===== src/rtl/bcd_timekeeper.sv =====
// BCD mm:ss (optionally hh:mm:ss) timekeeper with up/down count, saturating preset,
// run/pause/done control and a single-entry valid/ready timestamp logger.
module bcd_timekeeper #(
   parameter int ADDR_W = 16,
   parameter int DEPTH  = 1024,
   parameter int HOURS  = 0,
   localparam int DATA_W = (HOURS != 0) ? 24 : 16
) (
   input  logic              clk,
   input  logic              rst,
   input  logic              tick,
   input  logic              start,
   input  logic              stop,
   input  logic              clear,
   input  logic              load,
   input  logic [DATA_W-1:0] load_value,
   input  logic              dir,
   input  logic              snap,
   input  logic              log_ready,
   output logic [DATA_W-1:0] time_bcd,
   output logic              running,
   output logic              expired,
   output logic              wrap,
   output logic              log_valid,
   output logic [DATA_W-1:0] log_data,
   output logic [ADDR_W-1:0] log_addr,
   output logic              log_drop
);

   localparam logic [1:0] S_IDLE   = 2'd0;
   localparam logic [1:0] S_RUN    = 2'd1;
   localparam logic [1:0] S_PAUSED = 2'd2;
   localparam logic [1:0] S_DONE   = 2'd3;

   // Time is always held as six digits; the hour digits stay zero when HOURS=0.
   logic [23:0] tm, tm_nxt, cap;
   logic [24:0] up;
   logic [23:0] dn;
   logic [1:0]  state, state_nxt;
   logic        wrap_nxt, auto_snap, snap_req, accept, drop, hs;

   function automatic logic [3:0] digit_lim(input int i);
      return ((i % 2) != 0) ? 4'd5 : 4'd9;
   endfunction

   function automatic logic [23:0] sat_bcd(input logic [23:0] v);
      logic [23:0] r;
      r = v;
      for (int i = 0; i < 4; i++)
         if (r[i*4 +: 4] > digit_lim(i)) r[i*4 +: 4] = digit_lim(i);
      if (HOURS != 0) begin
         if (r[23:20] > 4'd2) r[23:20] = 4'd2;
         if (r[23:20] == 4'd2 && r[19:16] > 4'd3) r[19:16] = 4'd3;
         else if (r[19:16] > 4'd9) r[19:16] = 4'd9;
      end else begin
         r[23:16] = 8'h00;
      end
      return r;
   endfunction

   // Returns {rollover, next_time}; rollover means the count wrapped to all zero.
   function automatic logic [24:0] bcd_up(input logic [23:0] t);
      logic [23:0] r;
      logic        c;
      r = t;
      c = 1'b1;
      for (int i = 0; i < 4; i++) begin
         if (c) begin
            if (r[i*4 +: 4] >= digit_lim(i)) r[i*4 +: 4] = 4'd0;
            else begin
               r[i*4 +: 4] = r[i*4 +: 4] + 4'd1;
               c = 1'b0;
            end
         end
      end
      if (HOURS != 0 && c) begin
         if (r[23:16] == 8'h23) r[23:16] = 8'h00;
         else begin
            c = 1'b0;
            if (r[19:16] >= 4'd9) begin
               r[19:16] = 4'd0;
               r[23:20] = r[23:20] + 4'd1;
            end else begin
               r[19:16] = r[19:16] + 4'd1;
            end
         end
      end
      return {c, r};
   endfunction

   function automatic logic [23:0] bcd_dn(input logic [23:0] t);
      logic [23:0] r;
      logic        b;
      r = t;
      b = 1'b1;
      for (int i = 0; i < 4; i++) begin
         if (b) begin
            if (r[i*4 +: 4] == 4'd0) r[i*4 +: 4] = digit_lim(i);
            else begin
               r[i*4 +: 4] = r[i*4 +: 4] - 4'd1;
               b = 1'b0;
            end
         end
      end
      if (HOURS != 0 && b) begin
         if (r[23:16] == 8'h00) r[23:16] = 8'h23;
         else if (r[19:16] == 4'd0) begin
            r[19:16] = 4'd9;
            r[23:20] = r[23:20] - 4'd1;
         end else begin
            r[19:16] = r[19:16] - 4'd1;
         end
      end
      return r;
   endfunction

   always_comb begin
      state_nxt = state;
      tm_nxt    = tm;
      wrap_nxt  = 1'b0;
      up        = bcd_up(tm);
      dn        = bcd_dn(tm);
      if (clear) begin
         tm_nxt    = 24'h000000;
         state_nxt = S_IDLE;
      end else if (load) begin
         tm_nxt    = sat_bcd(24'(load_value));
         state_nxt = S_PAUSED;
      end else if (stop) begin
         if (state == S_RUN) state_nxt = S_PAUSED;
      end else if (start) begin
         if (state == S_IDLE || state == S_PAUSED)
            state_nxt = (dir && tm == 24'h000000) ? S_DONE : S_RUN;
      end else if (tick && state == S_RUN) begin
         if (dir) begin
            tm_nxt = dn;
            if (dn == 24'h000000) state_nxt = S_DONE;
         end else begin
            tm_nxt   = up[23:0];
            wrap_nxt = up[24];
         end
      end
   end

   // An explicit snap wins the single slot over a simultaneous automatic one;
   // any snap that finds the slot occupied (handshake cycle included) is lost.
   always_comb begin
      auto_snap = (state_nxt == S_DONE) && (state != S_DONE);
      snap_req  = snap | auto_snap;
      hs        = log_valid & log_ready;
      accept    = snap_req & ~log_valid;
      drop      = (snap_req & log_valid) | (~log_valid & snap & auto_snap);
      cap       = snap ? tm : 24'h000000;
   end

   always_ff @(posedge clk or negedge rst) begin
      if (!rst) begin
         state     <= S_IDLE;
         tm        <= 24'h000000;
         running   <= 1'b0;
         expired   <= 1'b0;
         wrap      <= 1'b0;
         log_valid <= 1'b0;
         log_data  <= '0;
         log_addr  <= '0;
         log_drop  <= 1'b0;
      end else begin
         state   <= state_nxt;
         tm      <= tm_nxt;
         running <= (state_nxt == S_RUN);
         expired <= (state_nxt == S_DONE);
         wrap    <= wrap_nxt;
         if (hs) begin
            log_valid <= 1'b0;
            log_addr  <= (log_addr == ADDR_W'(DEPTH - 1)) ? '0 : log_addr + ADDR_W'(1);
         end else if (accept) begin
            log_valid <= 1'b1;
            log_data  <= cap[DATA_W-1:0];
         end
         if (clear)     log_drop <= 1'b0;
         else if (drop) log_drop <= 1'b1;
      end
   end

   assign time_bcd = tm[DATA_W-1:0];

endmodule

===== config.mk =====
export PLATFORM = sky130hd
export DESIGN_NAME = bcd_timekeeper
export DESIGN_NICKNAME = d
export VERILOG_FILES = /design/src/rtl/bcd_timekeeper.sv
export SDC_FILE = /design/constraint.sdc
export NUM_CORES = 1
export LEC_CHECK = 0
export ABC_AREA = 1
export CAP_MARGIN = 40
export CORE_UTILIZATION = 51
export CTS_CLUSTER_DIAMETER = 50
export DETAILED_ROUTE_END_ITERATION = 8
export PLACE_DENSITY = 0.78
export SLEW_MARGIN = 0
export SYNTH_ARGS = -nofsm -noshare
export SYNTH_HDL_FRONTEND = slang
export SYNTH_SLANG_ARGS = --single-unit

===== constraint.sdc =====
create_clock -name clk -period 2.9 [get_ports clk]
set_input_delay 0.435 -clock clk [delete_from_list [all_inputs] [get_ports clk]]
set_output_delay 0.435 -clock clk [all_outputs]
set_load 0.01 [all_outputs]

# Yosys cells after proc, flatten, opt, wreduce, memory -nomap -nowiden
# Index checks and enable logic that the tools add are counted.
# W data, S select, Z words.
# op_classes
eq_ne	8
n_bitwise	9
mux	58
order_cmp	8
addsub	9
n_reduce_logical	23
# ops
operator	count
$mux W16	6
$mux W4	18
$logic_not A24 Y1	2
$mux W24	2
$mux W1	22
$mux W2	10
$add A16 B1 Y16 const B	1
$add A4 B1 Y4 const B	4
$eq A16 B10 Y1 const B	1
$logic_not A4 Y1	4
$sub A4 B1 Y4 const B	4
$reduce_and A4 Y1	3
$reduce_bool A4 Y1	3
$ge A4 B3 Y1 const B	2
$ge A4 B4 Y1 const B	2
$gt A4 B3 Y1 const B	2
$gt A4 B4 Y1 const B	2
$ne A3 B1 Y1 const B	2
$reduce_bool A2 Y1	3
$and A1 B1 Y1	5
$eq A2 B1 Y1 const B	2
$eq A2 B2 Y1 const B	2
$logic_and A1 B1 Y1	3
$reduce_and A3 Y1	1
7 further kinds	9
# totals
word_cells	128
input_bits	26
regBits	63
output_inout_bits	53

# Longest topological paths before layout
# depth
depth_word	20
mapped_depth	20
ltp_nobuf	19

# Worst setup path before layout
# Ideal clock, no wire load.
# synth_path
path_kind	register -> register
start	reg tm[0]
end	reg log_data[0]
required_ns	2.769
arrival_time_ns	2.250
path_stages_with_launch	21
period_less_slack_ns	2.382
path_slack_ns	0.518
n_path_buf	1
setup_ns	0.131
path_cell_list	dfrtp_1 > inv_1 > ha_1 > nand2_2 > nor2_4 > nand2_4 > nand2_2 > nand2_2 > nor2_2 > nand2_1 > nor2_2 > nand3_1 > nand2_1 > nand2_1 > nand2_2 > nand3_2 > nand2_2 > nand2_4 > buf_12 > nand2_2 > o21ai_1
# synth_via
elab_chain_len	18
elab_cells_between_ends	27
cone_classes	add/sub: 1; eq/ne: 1; mux: 17; bitwise: 2; reduce/logical: 6
# synth_lines
item	line	text
start: declaration	36	logic [23:0] tm, tm_nxt, cap;
start signal: assignment	169	tm <= tm_nxt;
$logic_not A4 Y1	98	if (r[i*4 +: 4] == 4'd0) r[i*4 +: 4] = digit_lim(i);
$mux W1	98	
$mux W1 (2 in series)	97	if (b) begin
$mux W4	97	
$logic_not A24 Y1	137	if (dn == 24'h000000) state_nxt = S_DONE;
$mux W2	137	
$mux W2	135	if (dir) begin
$mux W2	134	end else if (tick && state == S_RUN) begin
$mux W2	131	end else if (start) begin
$mux W2	129	end else if (stop) begin
$mux W2	126	end else if (load) begin
$mux W2	123	if (clear) begin
$eq A2 B2 Y1	148	auto_snap = (state_nxt == S_DONE) && (state != S_DONE);
$logic_and A1 B1 Y1	148	
$or A1 B1 Y1	149	snap_req = snap | auto_snap;
$and A1 B1 Y1	151	accept = snap_req & ~log_valid;
$reduce_and A2 Y1 (no line)	-	
end signal: assignment	178	log_data <= cap[DATA_W-1:0];
end: declaration	25	output logic [DATA_W-1:0] log_data,
# Parallel ways exist; a longest one is shown, timed or not.
# A chain may end at the register's enable or synchronous reset.

# Worst setup path after layout
# layout_path
start	reg tm[1]
end	reg log_data[0]
# layout_via
elab_chain_len	18
elab_cells_between_ends	26
cone_classes	add/sub: 1; eq/ne: 1; mux: 16; bitwise: 2; reduce/logical: 6
# layout_lines
item	line
$logic_not A4 Y1	98
$mux W1	98
$mux W1 (2 in series)	97
$mux W4	97
$logic_not A24 Y1	137
$mux W2	137
$mux W2	135
$mux W2	134
$mux W2 *	131
$mux W2 *	129
$mux W2 *	126
$mux W2 *	123
$eq A2 B2 Y1 *	148
$logic_and A1 B1 Y1 *	148
$or A1 B1 Y1 *	149
$and A1 B1 Y1 *	151
$reduce_and A2 Y1 (no line) *	-
# Every way passes the cells marked *; elsewhere a longest branch is shown, timed or not.

==> metrics.yaml <==
outcome:
  status: "finished clean"
routing:
  dr.pass1.iters: 4
  wl_per_cell_um: 14.8
  wl_mm: 9.32
  ant_nets: 0
  drt_iter0_drc: 190
  vias: 3486
  drcViolationCount: 0
  viasPerCell: 5.54
power_and_ir_drop:
  switchingPower_uw: 904
  ir_drop_v: 0.000340
  combPwrFrac_pct: 38.6
  swShare_pct: 36.5
  clock_power_share_pct: 20.5
  p_leak_nw: 2.10
  p_int_mw: 1.57
  power.density_nw_per_um2: 548
  p_seq_share_pct: 40.9
timing:
  max_clock_freq_mhz: 383
  worst_pin_slew_ps: 689
  slew-limit-headroom_pct: 54.1
  fin_crit_sh_pct: 90.1
  tns_ps: 0
  hold_viol: 0
  clock_skew_ps: 10.9
  finalSetupViolCount: 0
  slew_violations: 0
  rsz0062_at_grt: "false"
  finalCriticalPeriod_ps: 2610
clock_tree:
  ctsResizeCount: 0
  clk_pin_slew_ps: 100
  cts_tree: "done"
  numCtsBuffers: 5
  cts-root-buf: "clkbuf_8"
  cts_setup_buffers: 0
  clock_path_buffers: 2
  clock-sinks: 55
  hold_buffers: 0
  insertion_delay_ps: 310
  h-tree-depth: 2
synth:
  ys_ff_latch: 55
  synth_area_per_cell_um2: 7.56
  synth-seq-area-share_pct: 39.0
  synth_top_flop_cell: "dfrtp_1"
  yosys.area.top_type: "dfrtp_1"
  synth_nets: 506
  netlist_instances: 467
  async_flop_share_pct: 100
  syn_area_um2: 3530
  yosys_warnings: 0
  yosysTopAreaCellShare_pct: 39.0
  yosysUniqueCellTypes: 40
  synth_area_leaders: "dfrtp_1 39%, nand2_1 8.3%, inv_1 6.7%, nor2_1 5.3%, ha_1 4.6%"
  synth_edf_count: 0
worst_setup_path:
  critPathMaxFanout: 17
  timing.rr.start: "tm[1]"
  crit_type: "reg2reg"
  cp-start-kind: "register"
  required_ps: 3070
  cp_data_arrival_time_ps: 2780
  endpoint_kind: "register"
  crit_start: "tm[1]"
global_route:
  grt_pass1_wl_mm: 15.4
  first_global_vias: 3327
  grt_remaining_overflow: 0
  grt_util_all_layers_pct: 26.7
  grt_max_degree: 56
  antenna_found_initial: 0
placed_design:
  place_area_um2: 4410
  io_buffers: 78
  hpwl_mm: 7.01
  gp_congestion: 0.984
die:
  die_h_um: 85.2
  die-width_um: 85.2
  initial_utilization_pct: 54.3
  core_area_um2: 6490
  ios: 79
  die-area_um2: 7250
  std_cell_rows: 29
cells_and_area:
  final_area_um2: 4520
  seq_area_um2: 1380
  final_common_cell: "nand2_1"
  multi_input_area_um2: 1850
  area_growth_pct: 28.1
  drive_above_1_share_pct: 10.3
  layout_common_cells: "78 x nand2_1, 77 x clkdlybuf4s50_1, 62 x inv_1"
  antenna_cells: 0
  nNetsFinal: 591
  nFillCells: 532
hold_path:
  hp-class: "in2async"
run:
  cap_violations: 0
-- sequential cells by signal (all words and copies together), names as in the netlist --
| signal | cells |
|---|---|
| log_addr | 16 |
| log_data | 16 |
| tm | 16 |
| state | 2 |
| expired | 1 |
| log_drop | 1 |
| log_valid | 1 |
| running | 1 |
| wrap | 1 |
-- logic make-up after synthesis --
family / count (synthesis) / share of synthesized area [%]
buffers and inverters: 75 / 8.69
multiplexers: 1 / 0.284
flip-flops: 55 / 39.0
AO/OA/AOI/OAI: 91 / 15.2
adder cells (fa/ha/maj): 13 / 4.61
XOR/XNOR: 10 / 2.48
AND/OR/NAND/NOR: 222 / 29.7
-- power groups by stage --
stage	clock network, mW	logic [mW]	registers, mW
3_3_place_gp	0	0.926	1.02
2_1_floorplan	0	0.486	1.06
4_1_cts	0.515	0.951	1.01
3_5_place_dp	0	0.944	1.03
6_report	0.508	0.955	1.01
5_1_grt	0.540	1.06	1.03
-- synthesized netlist by cell type (all sizes together), types with 6 or more instances --
library cell,n
nand4,7
nor2,58
a21oi,19
o21ai,45
o32ai,6
ha,13
inv,67
nand3,34
nor3,14
xor2,6
dfrtp,55
nand2,96
-- final timing paths --
kind                            slack [ps]  cells past startpoint           end
min in group clk                       500                      2   log_data[9]
max in group asynchronous             2200                      2  log_data[11]
worst min register to register         500                      2   log_data[9]
worst max-delay path                   290                     19   log_data[0]
worst min-delay path                   250                      2   log_data[3]
worst max register to register         290                     19   log_data[0]
-- routing by layer --
layer	global-route usage, %	wire length (um)
met1	36.9	4200
met3	4.28	622
met2	42.6	4320
met4	9.71	180
met5	0	0
-- through the flow --
stage | setup WS (ps) | total power, mW | utilization [%] | hold slack (ps) | instances
2_1_floorplan | 518 | 1.54 | - | 139 | 467
5_1_grt | 9.90 | 2.63 | 69.6 | 324 | 629
4_1_cts | 180 | 2.48 | 69.5 | 277 | 629
6_report | 287 | 2.48 | 69.6 | 247 | 629
3_5_place_dp | 203 | 1.97 | 67.8 | 477 | 622
3_3_place_gp | 310 | 1.95 | 67.8 | 474 | 622
-- worst max-delay path: stages (launching register included) --
cell	delay, ps
dfrtp_1	440
inv_1	160
ha_2	290
nand2_2	90
nor2_4	170
nand2_4	120
nand2_2	80
nand2_2	60
nor2_2	70
nand2_1	60
nor2_2	80
nand3_1	100
nand2_1	70
nand2_1	60
nand2_2	90
nand3_2	70
nand2_2	90
nand2_4	180
nand2_2	100
o21ai_1	70
-- layout make-up --
class | count | share of cell area (%)
clock buffers | 5 | 1.52
clock inverters | 2 | 0.831
inverters | 67 | 5.56
multi-input cells | 337 | 41.0
flip-flops and latches | 55 | 30.5
well taps | 77 | 2.13
repair buffers | 86 | 18.5
No activity file was read; power rests on OpenSTA's default activity.
